===== src/rtl/register_bank_writeback_pkg.sv =====
// Shared constants for the EV22 register bank: data width, register address map and write-back FSM states.
package ev22_regs_pkg;

  localparam int DATA_W = 16;

  localparam logic [5:0] ADDR_PI0 = 6'd28;
  localparam logic [5:0] ADDR_PI1 = 6'd29;
  localparam logic [5:0] ADDR_PO0 = 6'd30;
  localparam logic [5:0] ADDR_PO1 = 6'd31;
  localparam logic [5:0] ADDR_R32 = 6'd32;
  localparam logic [5:0] ADDR_R33 = 6'd33;
  localparam logic [5:0] ADDR_WR  = 6'd34;

  typedef enum logic {
    IDLE   = 1'b0,
    NOTIFY = 1'b1
  } wb_state_e;

  // GPRs plus r30..r34 accept writes; the pi images and 35..63 do not.
  function automatic logic addr_writable(input logic [5:0] sel);
    return (sel < ADDR_PI0) || ((sel >= ADDR_PO0) && (sel <= ADDR_WR));
  endfunction

endpackage


===== src/rtl/register_bank_writeback_if.sv =====
// ALU write-back channel into the register bank (valid/ready with error pulse).
interface register_bank_writeback_if #(
  parameter int DATA_W = ev22_regs_pkg::DATA_W
);
  logic              wb_valid;
  logic [5:0]        wb_sel;
  logic [DATA_W-1:0] wb_data;
  logic              wb_ready;
  logic              wb_error;

  modport master (
    output wb_valid, wb_sel, wb_data,
    input  wb_ready, wb_error
  );

  modport slave (
    input  wb_valid, wb_sel, wb_data,
    output wb_ready, wb_error
  );
endinterface


===== src/rtl/register_bank_writeback_input_port_sync.sv =====
// Multi-flop synchroniser bringing an asynchronous input port into the clk domain.
module input_port_sync #(
  parameter int DATA_W      = 16,
  parameter int SYNC_STAGES = 2
) (
  input  logic              clk,
  input  logic              reset,
  input  logic [DATA_W-1:0] port_in,
  output logic [DATA_W-1:0] port_sync
);

  logic [DATA_W-1:0] stage [SYNC_STAGES];

  always_ff @(posedge clk) begin
    if (reset) begin
      for (int unsigned i = 0; i < SYNC_STAGES; i++) begin
        stage[i] <= '0;
      end
    end else begin
      stage[0] <= port_in;
      for (int unsigned i = 1; i < SYNC_STAGES; i++) begin
        stage[i] <= stage[i-1];
      end
    end
  end

  assign port_sync = stage[SYNC_STAGES-1];

endmodule


===== src/rtl/register_bank_writeback.sv =====
// EV22 architectural register bank: GPRs, port images/latches, specials and r34,
// with handshaked ALU write-back and an updateBlock pulse after each commit.
module register_bank_writeback #(
  parameter int DATA_W      = ev22_regs_pkg::DATA_W,
  parameter int N_GPR       = 28,
  parameter int SYNC_STAGES = 2
) (
  input  logic                    clk,
  input  logic                    reset,
  register_bank_writeback_if.slave wb,
  input  logic                    acc_we,
  input  logic [DATA_W-1:0]       acc_data,
  input  logic [DATA_W-1:0]       port_in0,
  input  logic [DATA_W-1:0]       port_in1,
  output logic [N_GPR*DATA_W-1:0] gpr_flat,
  output logic [DATA_W-1:0]       r32,
  output logic [DATA_W-1:0]       r33,
  output logic [DATA_W-1:0]       Working_Register,
  output logic [DATA_W-1:0]       pi0,
  output logic [DATA_W-1:0]       pi1,
  output logic [DATA_W-1:0]       port_out0,
  output logic [DATA_W-1:0]       port_out1,
  output logic                    updateBlock
);
  import ev22_regs_pkg::*;

  logic [DATA_W-1:0] gpr [N_GPR];
  wb_state_e         state;
  logic              hs;
  logic              writable;

  assign hs       = wb.wb_valid & wb.wb_ready;
  assign writable = addr_writable(wb.wb_sel);

  always_ff @(posedge clk) begin
    if (reset) begin
      state            <= IDLE;
      wb.wb_ready      <= 1'b0;
      wb.wb_error      <= 1'b0;
      updateBlock      <= 1'b0;
      r32              <= '0;
      r33              <= '0;
      Working_Register <= '0;
      port_out0        <= '0;
      port_out1        <= '0;
      for (int unsigned i = 0; i < N_GPR; i++) begin
        gpr[i] <= '0;
      end
    end else begin
      // Unmapped/read-only writes still complete the handshake and visit NOTIFY.
      updateBlock <= hs | acc_we;
      wb.wb_error <= hs & ~writable;

      case (state)
        IDLE: begin
          if (hs) begin
            state       <= NOTIFY;
            wb.wb_ready <= 1'b0;
          end else begin
            wb.wb_ready <= 1'b1;
          end
        end
        NOTIFY: begin
          state       <= IDLE;
          wb.wb_ready <= 1'b1;
        end
        default: begin
          state       <= IDLE;
          wb.wb_ready <= 1'b0;
        end
      endcase

      if (acc_we) begin
        Working_Register <= acc_data;
      end

      // Placed after the accumulator update so a same-cycle write-back to r34 wins.
      if (hs) begin
        for (int unsigned i = 0; i < N_GPR; i++) begin
          if (wb.wb_sel == 6'(i)) begin
            gpr[i] <= wb.wb_data;
          end
        end
        case (wb.wb_sel)
          ADDR_PO0: port_out0        <= wb.wb_data;
          ADDR_PO1: port_out1        <= wb.wb_data;
          ADDR_R32: r32              <= wb.wb_data;
          ADDR_R33: r33              <= wb.wb_data;
          ADDR_WR:  Working_Register <= wb.wb_data;
          default: ;
        endcase
      end
    end
  end

  always_comb begin
    gpr_flat = '0;
    for (int unsigned i = 0; i < N_GPR; i++) begin
      gpr_flat[i*DATA_W +: DATA_W] = gpr[i];
    end
  end

  input_port_sync #(
    .DATA_W      (DATA_W),
    .SYNC_STAGES (SYNC_STAGES)
  ) u_sync_pi0 (
    .clk       (clk),
    .reset     (reset),
    .port_in   (port_in0),
    .port_sync (pi0)
  );

  input_port_sync #(
    .DATA_W      (DATA_W),
    .SYNC_STAGES (SYNC_STAGES)
  ) u_sync_pi1 (
    .clk       (clk),
    .reset     (reset),
    .port_in   (port_in1),
    .port_sync (pi1)
  );

endmodule


===== src/flat_wrapper.sv =====
// flat-port wrapper written by rule: the top's interface ports become plain ports
module register_bank_writeback_flat import ev22_regs_pkg::*;
#(
  parameter int DATA_W      = ev22_regs_pkg::DATA_W,
  parameter int N_GPR       = 28,
  parameter int SYNC_STAGES = 2
)
  (clk, reset, acc_we, acc_data, port_in0, port_in1, gpr_flat, r32, r33, Working_Register, pi0, pi1, port_out0, port_out1, updateBlock, wb_wb_valid, wb_wb_sel, wb_wb_data, wb_wb_ready, wb_wb_error);
  register_bank_writeback_if #(.DATA_W(DATA_W)) wb_i ();
  input  logic clk;
  input  logic reset;
  input  logic acc_we;
  input  logic [DATA_W-1:0] acc_data;
  input  logic [DATA_W-1:0] port_in0;
  input  logic [DATA_W-1:0] port_in1;
  output logic [N_GPR*DATA_W-1:0] gpr_flat;
  output logic [DATA_W-1:0] r32;
  output logic [DATA_W-1:0] r33;
  output logic [DATA_W-1:0] Working_Register;
  output logic [DATA_W-1:0] pi0;
  output logic [DATA_W-1:0] pi1;
  output logic [DATA_W-1:0] port_out0;
  output logic [DATA_W-1:0] port_out1;
  output logic updateBlock;
  input wire logic [$bits(wb_i.wb_valid)-1:0] wb_wb_valid;
  input wire logic [$bits(wb_i.wb_sel)-1:0] wb_wb_sel;
  input wire logic [$bits(wb_i.wb_data)-1:0] wb_wb_data;
  output wire logic [$bits(wb_i.wb_ready)-1:0] wb_wb_ready;
  output wire logic [$bits(wb_i.wb_error)-1:0] wb_wb_error;
  assign wb_i.wb_valid = wb_wb_valid;
  assign wb_i.wb_sel = wb_wb_sel;
  assign wb_i.wb_data = wb_wb_data;
  assign wb_wb_ready = wb_i.wb_ready;
  assign wb_wb_error = wb_i.wb_error;
  register_bank_writeback #(.DATA_W(DATA_W), .N_GPR(N_GPR), .SYNC_STAGES(SYNC_STAGES)) u_core (.clk(clk), .reset(reset), .wb(wb_i), .acc_we(acc_we), .acc_data(acc_data), .port_in0(port_in0), .port_in1(port_in1), .gpr_flat(gpr_flat), .r32(r32), .r33(r33), .Working_Register(Working_Register), .pi0(pi0), .pi1(pi1), .port_out0(port_out0), .port_out1(port_out1), .updateBlock(updateBlock));
endmodule

===== config.mk =====
export PLATFORM = sky130hd
export DESIGN_NAME = register_bank_writeback_flat
export DESIGN_NICKNAME = d
export VERILOG_FILES = /design/src/rtl/register_bank_writeback_pkg.sv /design/src/rtl/register_bank_writeback_if.sv /design/src/rtl/register_bank_writeback_input_port_sync.sv /design/src/rtl/register_bank_writeback.sv /design/src/flat_wrapper.sv
export SDC_FILE = /design/constraint.sdc
export NUM_CORES = 1
export LEC_CHECK = 0
export CORE_MARGIN = 1
export CORE_UTILIZATION = 28
export CTS_BUF_LIST = sky130_fd_sc_hd__clkbuf_4 sky130_fd_sc_hd__clkbuf_8
export CTS_CLUSTER_DIAMETER = 40
export DETAILED_ROUTE_END_ITERATION = 12
export GPL_TIMING_DRIVEN = 0
export SLEW_MARGIN = 20
export SYNTH_ARGS = -nofsm -noshare
export SYNTH_HDL_FRONTEND = slang
export SYNTH_SLANG_ARGS = --single-unit

===== constraint.sdc =====
create_clock -name clk -period 5.7 [get_ports clk]
set_input_delay 1.14 -clock clk [delete_from_list [all_inputs] [get_ports clk]]
set_output_delay 1.14 -clock clk [all_outputs]
set_load 0.03 [all_outputs]

Word-level counts from Yosys, hierarchy flattened. Memories as Yosys holds them, arrays and structs flattened. Cells that the tools add are included.

Input port bits: 74. Output and inout port bits: 563. RAM bits: 512. Memories kept: 3. Register bits after elaboration: 84.

Order comparisons: 3. Eq/ne operators: 32. Mux-type cells: 154. Reduce and logical (&&, ||, !) cells: 7. Bitwise operators: 37.

Memory list: u_core.gpr (depth 28, width 16, read ports 28, clocked after memory_dff 0, write ports 28, line register_bank_writeback.sv:27) `logic [DATA_W-1:0] gpr [N_GPR];`; u_core.u_sync_pi0.stage (depth 2, width 16, read ports 2, clocked after memory_dff 0, write ports 2, line register_bank_writeback_input_port_sync.sv:12) `logic [DATA_W-1:0] stage [SYNC_STAGES];`; u_core.u_sync_pi1.stage (depth 2, width 16, read ports 2, clocked after memory_dff 0, write ports 2, line register_bank_writeback_input_port_sync.sv:12).

Operator list (number): 2-to-1 mux 16 bit (35); 2-to-1 mux 1 bit (117); == test 6 x 5 -> 1 bit, second input constant (14); == test 6 x 4 -> 1 bit, second input constant (8); bitwise OR 1 bit (33); == test 6 x 3 -> 1 bit, second input constant (4); == test 6 bit, second input constant (3); == test 6 x 2 -> 1 bit, second input constant (2); AND reduction 2 bit (4); == test 6 x 1 -> 1 bit, second input constant (1); greater-or-equal comparator 6 x 5 -> 1 bit, second input constant (1); less-or-equal comparator 6 bit, second input constant (1); logical NOT 6 bit (1); < comparator 6 x 5 -> 1 bit, second input constant (1); one-hot mux 1 bit (2 select lines) (2); AND 1 bit (2); NOT 1 bit (2); logical AND 1 bit (1); logical OR 1 bit (1).

Longest topological paths before layout. Gate-level depths: netlist of run 1.

Depth in word-level cells: 6. Mapped depth: 7. Gate-level depth less buffers: 4.

Modules after synthesis. A second synthesis of run 1 with hierarchy kept.

Cell total of the unflattened synthesis: 1393. Area total of the unflattened synthesis: 21231.6 um^2.

By module, submodules not included: register_bank_writeback (times used 1, sequential area each 15134.5 um^2, area each 19264.7 um^2, cells an instance 1227); input_port_sync (times used 2, sequential area each 640.6 um^2, area each 983.4 um^2, cells an instance 83).

Worst setup path after synthesis of run 1. OpenSTA, ideal clock, no wires.

Path type: input to register. Start: in wb_wb_sel[4]. End: mem u_core.gpr[13][0] (netlist: u_core.gpr[0][208]), enable pin. Library setup time: 0.392 ns. Arrival: 2.925 ns. Path buffers: 3. Cell stages on the path: 6. Setup slack: 2.383 ns. Path through: nor4bb_1 > clkbuf_1 > nand3_1 > buf_2 > buf_1 > o21bai_1.

RTL lines: start, declared (line flat_wrapper.sv:26) `input wire logic [$bits(wb_i.wb_sel)-1:0] wb_wb_sel;`; end, declared (line register_bank_writeback.sv:27).

==> results of run 1 <==
[flip-flops by register name (all words and copies together) (netlist names)]
name,cells
u_core.gpr,448
u_core.u_sync_pi0.stage,32
u_core.u_sync_pi1.stage,32
u_core.Working_Register,16
u_core.port_out0,16
u_core.port_out1,16
u_core.r32,16
u_core.r33,16
u_core.state,1
u_core.updateBlock,1
u_core.wb.wb_error,1
u_core.wb.wb_ready,1
[layout make-up]
| cell class | instances | area share (%) |
|---|---|---|
| Buffer | 157 | 2.50 |
| Antenna cell | 3 | 0.0242 |
| Clock inverter | 55 | 1.39 |
| Tap cell | 969 | 3.91 |
| Sequential cell | 596 | 53.0 |
| Inverter | 16 | 0.194 |
| Multi-Input combinational cell | 630 | 12.7 |
| Timing Repair Buffer | 637 | 20.6 |
| Clock buffer | 139 | 5.65 |
[per-stage QoR]
step	setup slack, ns	cells	total power, mW	instance area (um^2)	utilization [%]
floorplan	2.38	1399	5.51	21100	-
global placement	0.651	3000	6.05	28700	38.4
detailed placement	1.10	3005	6.07	28800	38.6
CTS	1.85	3199	10.1	31000	41.5
global route	1.64	3199	10.3	31000	41.5
finish	1.79	3202	10.0	31000	41.5
[layout by cell type (no fill, tap or decap), types with 3 or more instances in the layout]
cell type | netlist | final
a211o_1 | 17 | 17
a21o_1 | 9 | 9
buf_1 | 6 | 6
buf_2 | 9 | 9
buf_4 | 33 | 33
buf_6 | 4 | 7
bufinv_16 | 0 | 4
clkbuf_1 | 104 | 101
clkbuf_2 | 0 | 3
clkbuf_4 | 0 | 26
clkbuf_8 | 0 | 113
clkdlybuf4s50_1 | 0 | 632
clkinv_1 | 0 | 20
clkinv_2 | 0 | 16
clkinv_4 | 0 | 5
clkinvlp_4 | 0 | 3
dfxtp_1 | 148 | 148
diode_2 | 0 | 3
edfxtp_1 | 448 | 448
inv_1 | 16 | 16
mux2i_1 | 80 | 80
nand2_1 | 24 | 24
nand2b_1 | 84 | 84
nor2_1 | 91 | 91
nor2_4 | 10 | 10
nor2b_1 | 66 | 66
nor3_1 | 193 | 193
o21ai_0 | 15 | 15
o21bai_2 | 0 | 13
[layer usage]
layer	GRT usage [%]	share of wire (%)	wire length (um)	vias to the layer above
li1	-	-	-	6484
met1	23.0	39	29800	7113
met2	33.0	48	37200	823
met3	7.52	10	8020	140
met4	7.08	2.9	2220	10
met5	0	0.092	71	-
[path summary, 6_finish.rpt]
kind,startpoint,endpoint,slack (ns)
worst max-delay path,wb_wb_sel[4],u_core.gpr[0][235],1.79
worst min-delay path,u_core.u_sync_pi1.stage[0][9],u_core.u_sync_pi1.stage[0][25],0.43
worst max register to register,u_core.wb.wb_ready,u_core.gpr[0][235],2.36
worst min register to register,u_core.u_sync_pi1.stage[0][9],u_core.u_sync_pi1.stage[0][25],0.43
[power groups by stage]
stage / Sequential (mW) / Combinational (mW) / Clock (mW)
floorplan: 5.28 / 0.226 / 0
global placement: 4.99 / 1.06 / 0
detailed placement: 4.99 / 1.08 / 0
CTS: 4.90 / 1.08 / 4.11
global route: 4.91 / 1.11 / 4.31
finish: 4.90 / 1.07 / 4.03
[worst reg2reg max path, delay by kind of cell, from the launching register on]
family                 cells  cell delay, ns
buffers and inverters      3            1.16
AOI/OAI and AO/OA          1            0.81
and+or+nand+nor            2            0.60
DFF                        1            0.41
[Yosys cell counts (all sizes together) (2+ instances only)]
| library cell | number |
|---|---|
| edfxtp | 448 |
| nor3 | 195 |
| dfxtp | 148 |
| clkbuf | 104 |
| nor2 | 101 |
| nand2b | 84 |
| mux2i | 80 |
| nor2b | 66 |
| buf | 53 |
| nand2 | 25 |
| a211o | 17 |
| o21ai | 17 |
| inv | 16 |
| o21bai | 14 |
| a21o | 9 |
| a31o | 2 |
| nand3 | 2 |
| nand3b | 2 |
| nor3b | 2 |
| nor4b | 2 |
| or2 | 2 |
[cells by family after synthesis]
group	Yosys count
compound gates	62
buf+inv	173
flops	596
mux	80
simple gates	488
==> impl_metrics.ini, run 1 <==
[hold_path]
hold_depth = 1
worstHoldPathType = flip-flop to flip-flop

[synth]
synth_xor_area_share_pct = 0
yosys_warnings = 0
synthMuxAreaShare_pct = 3.79
synth_top_area_share_pct = 63.7
syn_nets = 1473
ys_types = 42
yosys.area_share.simple_pct = 12.4
synth_flop_cell = edfxtp_1
synthAdderAreaFrac_pct = 0
synth.ff_latch_count = 596
synth_compound_area_share_pct = 2.12
yosysTopAreaCell = edfxtp_1
seq_area_frac_synth_pct = 77.7
synth-async-reset-ratio_pct = 0
synthTopCellsByArea = edfxtp_1, dfxtp_1, nor3_1, mux2i_1, nand2b_1
synth_top_family_by_area = simple AND/OR/NAND/NOR gates
syn_inst = 1399
syn_area_mm2 = 0.0211
avgSynthCellArea_um2 = 15.1
synth_edf_count = 448

[critical_path]
endpoint_kind = flip-flop
worstPathArrival_ns = 4.21
path_depth = 7
worst-path-buf-inv = 4
critical-path-top-delay-family = buffers and inverters
reg2reg_depth = 6
worst-path-max-fanout = 16
worstSetupPathType = input port to flip-flop
cp_cell_sequence = clkdlybuf4s50_1, nor4bb_1, clkbuf_1, nand3_1, buf_2, buf_1, o21bai_2
startpoint_type = input port
slowest_stage = o21bai_2
critPathRequiredTime_ns = 6.00
slowest_delay_ns = 0.80

[layout]
syn2layout_area_growth_pct = 46.7
regArea_mm2 = 0.0164
n_fill_cell = 6897
drive_above_1_share_pct = 11.7
multi_input_area_mm2 = 0.00394
finalNetCount = 2215

[timing]
worstMarginPinSlew_ns = 1.18
rsz0062_at_grt = no
slew_viol_final = 0
whs_ns = 0.435
clock-skew-final_ns = 0.0483
setup_tns_ns = 0
slew-limit-headroom_pct = 21.3
timing_hold_violations_final = 0
fin_crit_sh_pct = 68.6
fmax_ghz = 0.256
setup_viol_count_final = 0
finalCriticalPeriod_ns = 3.91

[grt]
track_usage_pct = 19.7
grt_start_max_net_pins = 17
overflow = 0
grt_pass1_vias = 14900
antenna_found_initial = 7
grt_pass1_wl_um = 108000

[route]
drc = 0
dr_total_vias = 14600
wl_um = 77300
detail-route-antenna-nets = 0
drt-pass1-iter-count = 5
wire_per_inst_um = 24.1
initialDrtViolationCount = 1084
via_per_inst = 4.55

[place]
gp_congestion = 0.826
hpwl_um = 56600
numPortBuffers = 632

[power_and_ir_drop]
power.switching_mw = 2.58
intPower_mw = 7.42
combPwrFrac_pct = 10.7
swShare_pct = 25.8
power_leakage_nw = 11.0
seq_power_share_pct = 49.0
clockPowerShare_pct = 40.3
p_per_area_mw_per_mm2 = 323
worst_ir_drop_vdd_mv = 0.250

[run_status]
run_status = completed

[cts]
cts_sinks = 596
clkTransAtPathRegs_ns = 0.06
cts_root_buf = clkbuf_8
clkLatencyLatePin_ns = 0.70
cts_tree = built
htree_levels = 3
post_cts_buffers = 0
cts_resized = 0
ctsHoldBuffers = 0
clockBufferDepth = 3
cts_made_buffers = 103

[run]
maxCapViolCount = 0

[die]
die_x_um = 277
coreArea_mm2 = 0.0746
start_util_pct = 28.3
die_area_mm2 = 0.0765
io_pins = 637
num_rows = 100
die_h_um = 277
(Power assumes the default switching activity.)
==> run 2, diff against run 1 <==
clock period = 3.5 ns   (was 5.7 ns; I/O delays follow)
==> impl_metrics.ini, run 2 (same netlist as run 1, synthesis figures left out) <==
[timing]
timing_hold_violations_final = 0
finalCriticalPeriod_ns = 3.44
clock-skew-final_ns = 0.0492
whs_ns = 0.435
slew_viol_final = 0
worstMarginPinSlew_ns = 1.17
setup_viol_count_final = 0
rsz0062_at_grt = yes
slew-limit-headroom_pct = 21.8
fmax_ghz = 0.291
fin_crit_sh_pct = 98.3

[route]
wl_um = 77200
detail-route-antenna-nets = 0
via_per_inst = 4.54
drt-pass1-iter-count = 5
drc = 0
wire_per_inst_um = 24.1
dr_total_vias = 14500
initialDrtViolationCount = 1019

[critical_path]
r2r-end = u_core.gpr[0][240]
endpoint_kind = flip-flop
reg2reg_slack_ns = 0.19
worstSetupPathType = input port to flip-flop
reg2reg_depth = 6
startpoint_type = input port
worstPathArrival_ns = 3.74
critPathRequiredTime_ns = 3.80
worst-path-max-fanout = 16
worstSetupStartpoint = wb_wb_sel[4]
r2r-start = u_core.wb.wb_ready

[cts]
clkLatencyLatePin_ns = 0.70
clockBufferDepth = 3
cts_sinks = 596
cts_made_buffers = 103
htree_levels = 3
cts_root_buf = clkbuf_8
clkTransAtPathRegs_ns = 0.06
cts_tree = built

[grt]
grt_pass1_wl_um = 108000
grt_start_max_net_pins = 17
grt_pass1_vias = 14900
antenna_found_initial = 7
track_usage_pct = 19.7
overflow = 0

[layout]
regArea_mm2 = 0.0164
reg_top3 = u_core.gpr x448, u_core.u_sync_pi0.stage x32, u_core.u_sync_pi1.stage x32
stdcell_area_mm2 = 0.0310
n_fill_cell = 6893
layout_common_cells = clkdlybuf4s50_1, edfxtp_1, nor3_1, dfxtp_1, clkbuf_8
syn2layout_area_growth_pct = 46.7
largest_register_ffs = 448
finalNetCount = 2215
utilization_pct = 41.6
regMostFlops = u_core.gpr
final_common_cell = clkdlybuf4s50_1
multi_input_area_mm2 = 0.00394
drive_above_1_share_pct = 11.7

[die]
die_x_um = 277
die_h_um = 277
io_pins = 637
start_util_pct = 28.3
die_area_mm2 = 0.0765
num_rows = 100
coreArea_mm2 = 0.0746

[run_status]
run_status = completed

[place]
hpwl_um = 56600
placed_area_mm2 = 0.0288
gp_congestion = 0.826
numPortBuffers = 632

[run]
maxCapViolCount = 0

[power_and_ir_drop]
p_per_area_mw_per_mm2 = 526
power_leakage_nw = 11.0
worst_ir_drop_vdd_mv = 0.408

[hold_path]
hold_depth = 1
hold_path_end = u_core.u_sync_pi1.stage[0][25]
worstHoldPathType = flip-flop to flip-flop
hold_start = u_core.u_sync_pi1.stage[0][9]
-- run 2: changes by cell type in the layout (fill, tap and decap cells not counted) --
cell,previous run,this run
o21bai_4,1,2
o21bai_2,13,12
-- run 2: critical path, cell delays in order --
cell,delay (ns)
clkdlybuf4s50_1,0.49
nor4bb_1,0.29
clkbuf_1,0.46
nand3_1,0.28
buf_2,0.30
buf_1,0.39
o21bai_2,0.80
-- run 2: per-layer routing --
layer,global-route usage [%],part of all wire [%],up-vias
met5,0,0.092,-
met4,7.08,2.8,10
met3,7.52,11,143
met2,33.0,48,829
met1,23.0,38,7080
li1,-,-,6481
-- run 2: how the worst max path moves through the flow --
stage                    endpoint  slack (ns)  cells after the start
2_1_floorplan  u_core.gpr[0][208]        0.62                      6
3_3_place_gp    u_core.gpr[0][43]       -1.11                      5
3_5_place_dp   u_core.gpr[0][253]       -0.66                      7
4_1_cts        u_core.gpr[0][244]        0.09                      7
5_1_grt        u_core.gpr[0][235]       -0.11                      7
6_report       u_core.gpr[0][240]        0.06                      7
-- run 2: layout make-up --
type | instances | area share [%]
diodes | 3 | 0.0242
plain buffers | 157 | 2.50
clock buffers | 139 | 5.65
clock inverters | 55 | 1.39
inverters | 16 | 0.194
multi-input cells | 630 | 12.7
flip-flops and latches | 596 | 53.0
well taps | 969 | 3.91
repair buffers | 637 | 20.6
-- run 2: stage by stage --
stage          worst slack (ns)  std cells  power [mW]  TNS (ns)
5_1_grt                  -0.114       3199        16.8     -2.73
3_5_place_dp             -0.663       3005        9.88   -123.33
6_report                 0.0581       3202        16.3         0
3_3_place_gp              -1.11       3000        9.85   -230.25
4_1_cts                  0.0937       3199        16.4         0
2_1_floorplan             0.623       1399        8.97         0
-- run 2: what timing repair did --
item	4_1_cts	5_1_grt
setup endpoints to repair	0	48
hold buffers	0	0
gates resized for setup	0	1
setup buffers	0	0
-- run 2: where the power goes --
group | total [mW] | internal (mW) | switching (mW)
sequential | 7.97 | 7.88 | 0.0926
clock | 6.57 | 3.60 | 2.97
combinational | 1.74 | 0.598 | 1.14
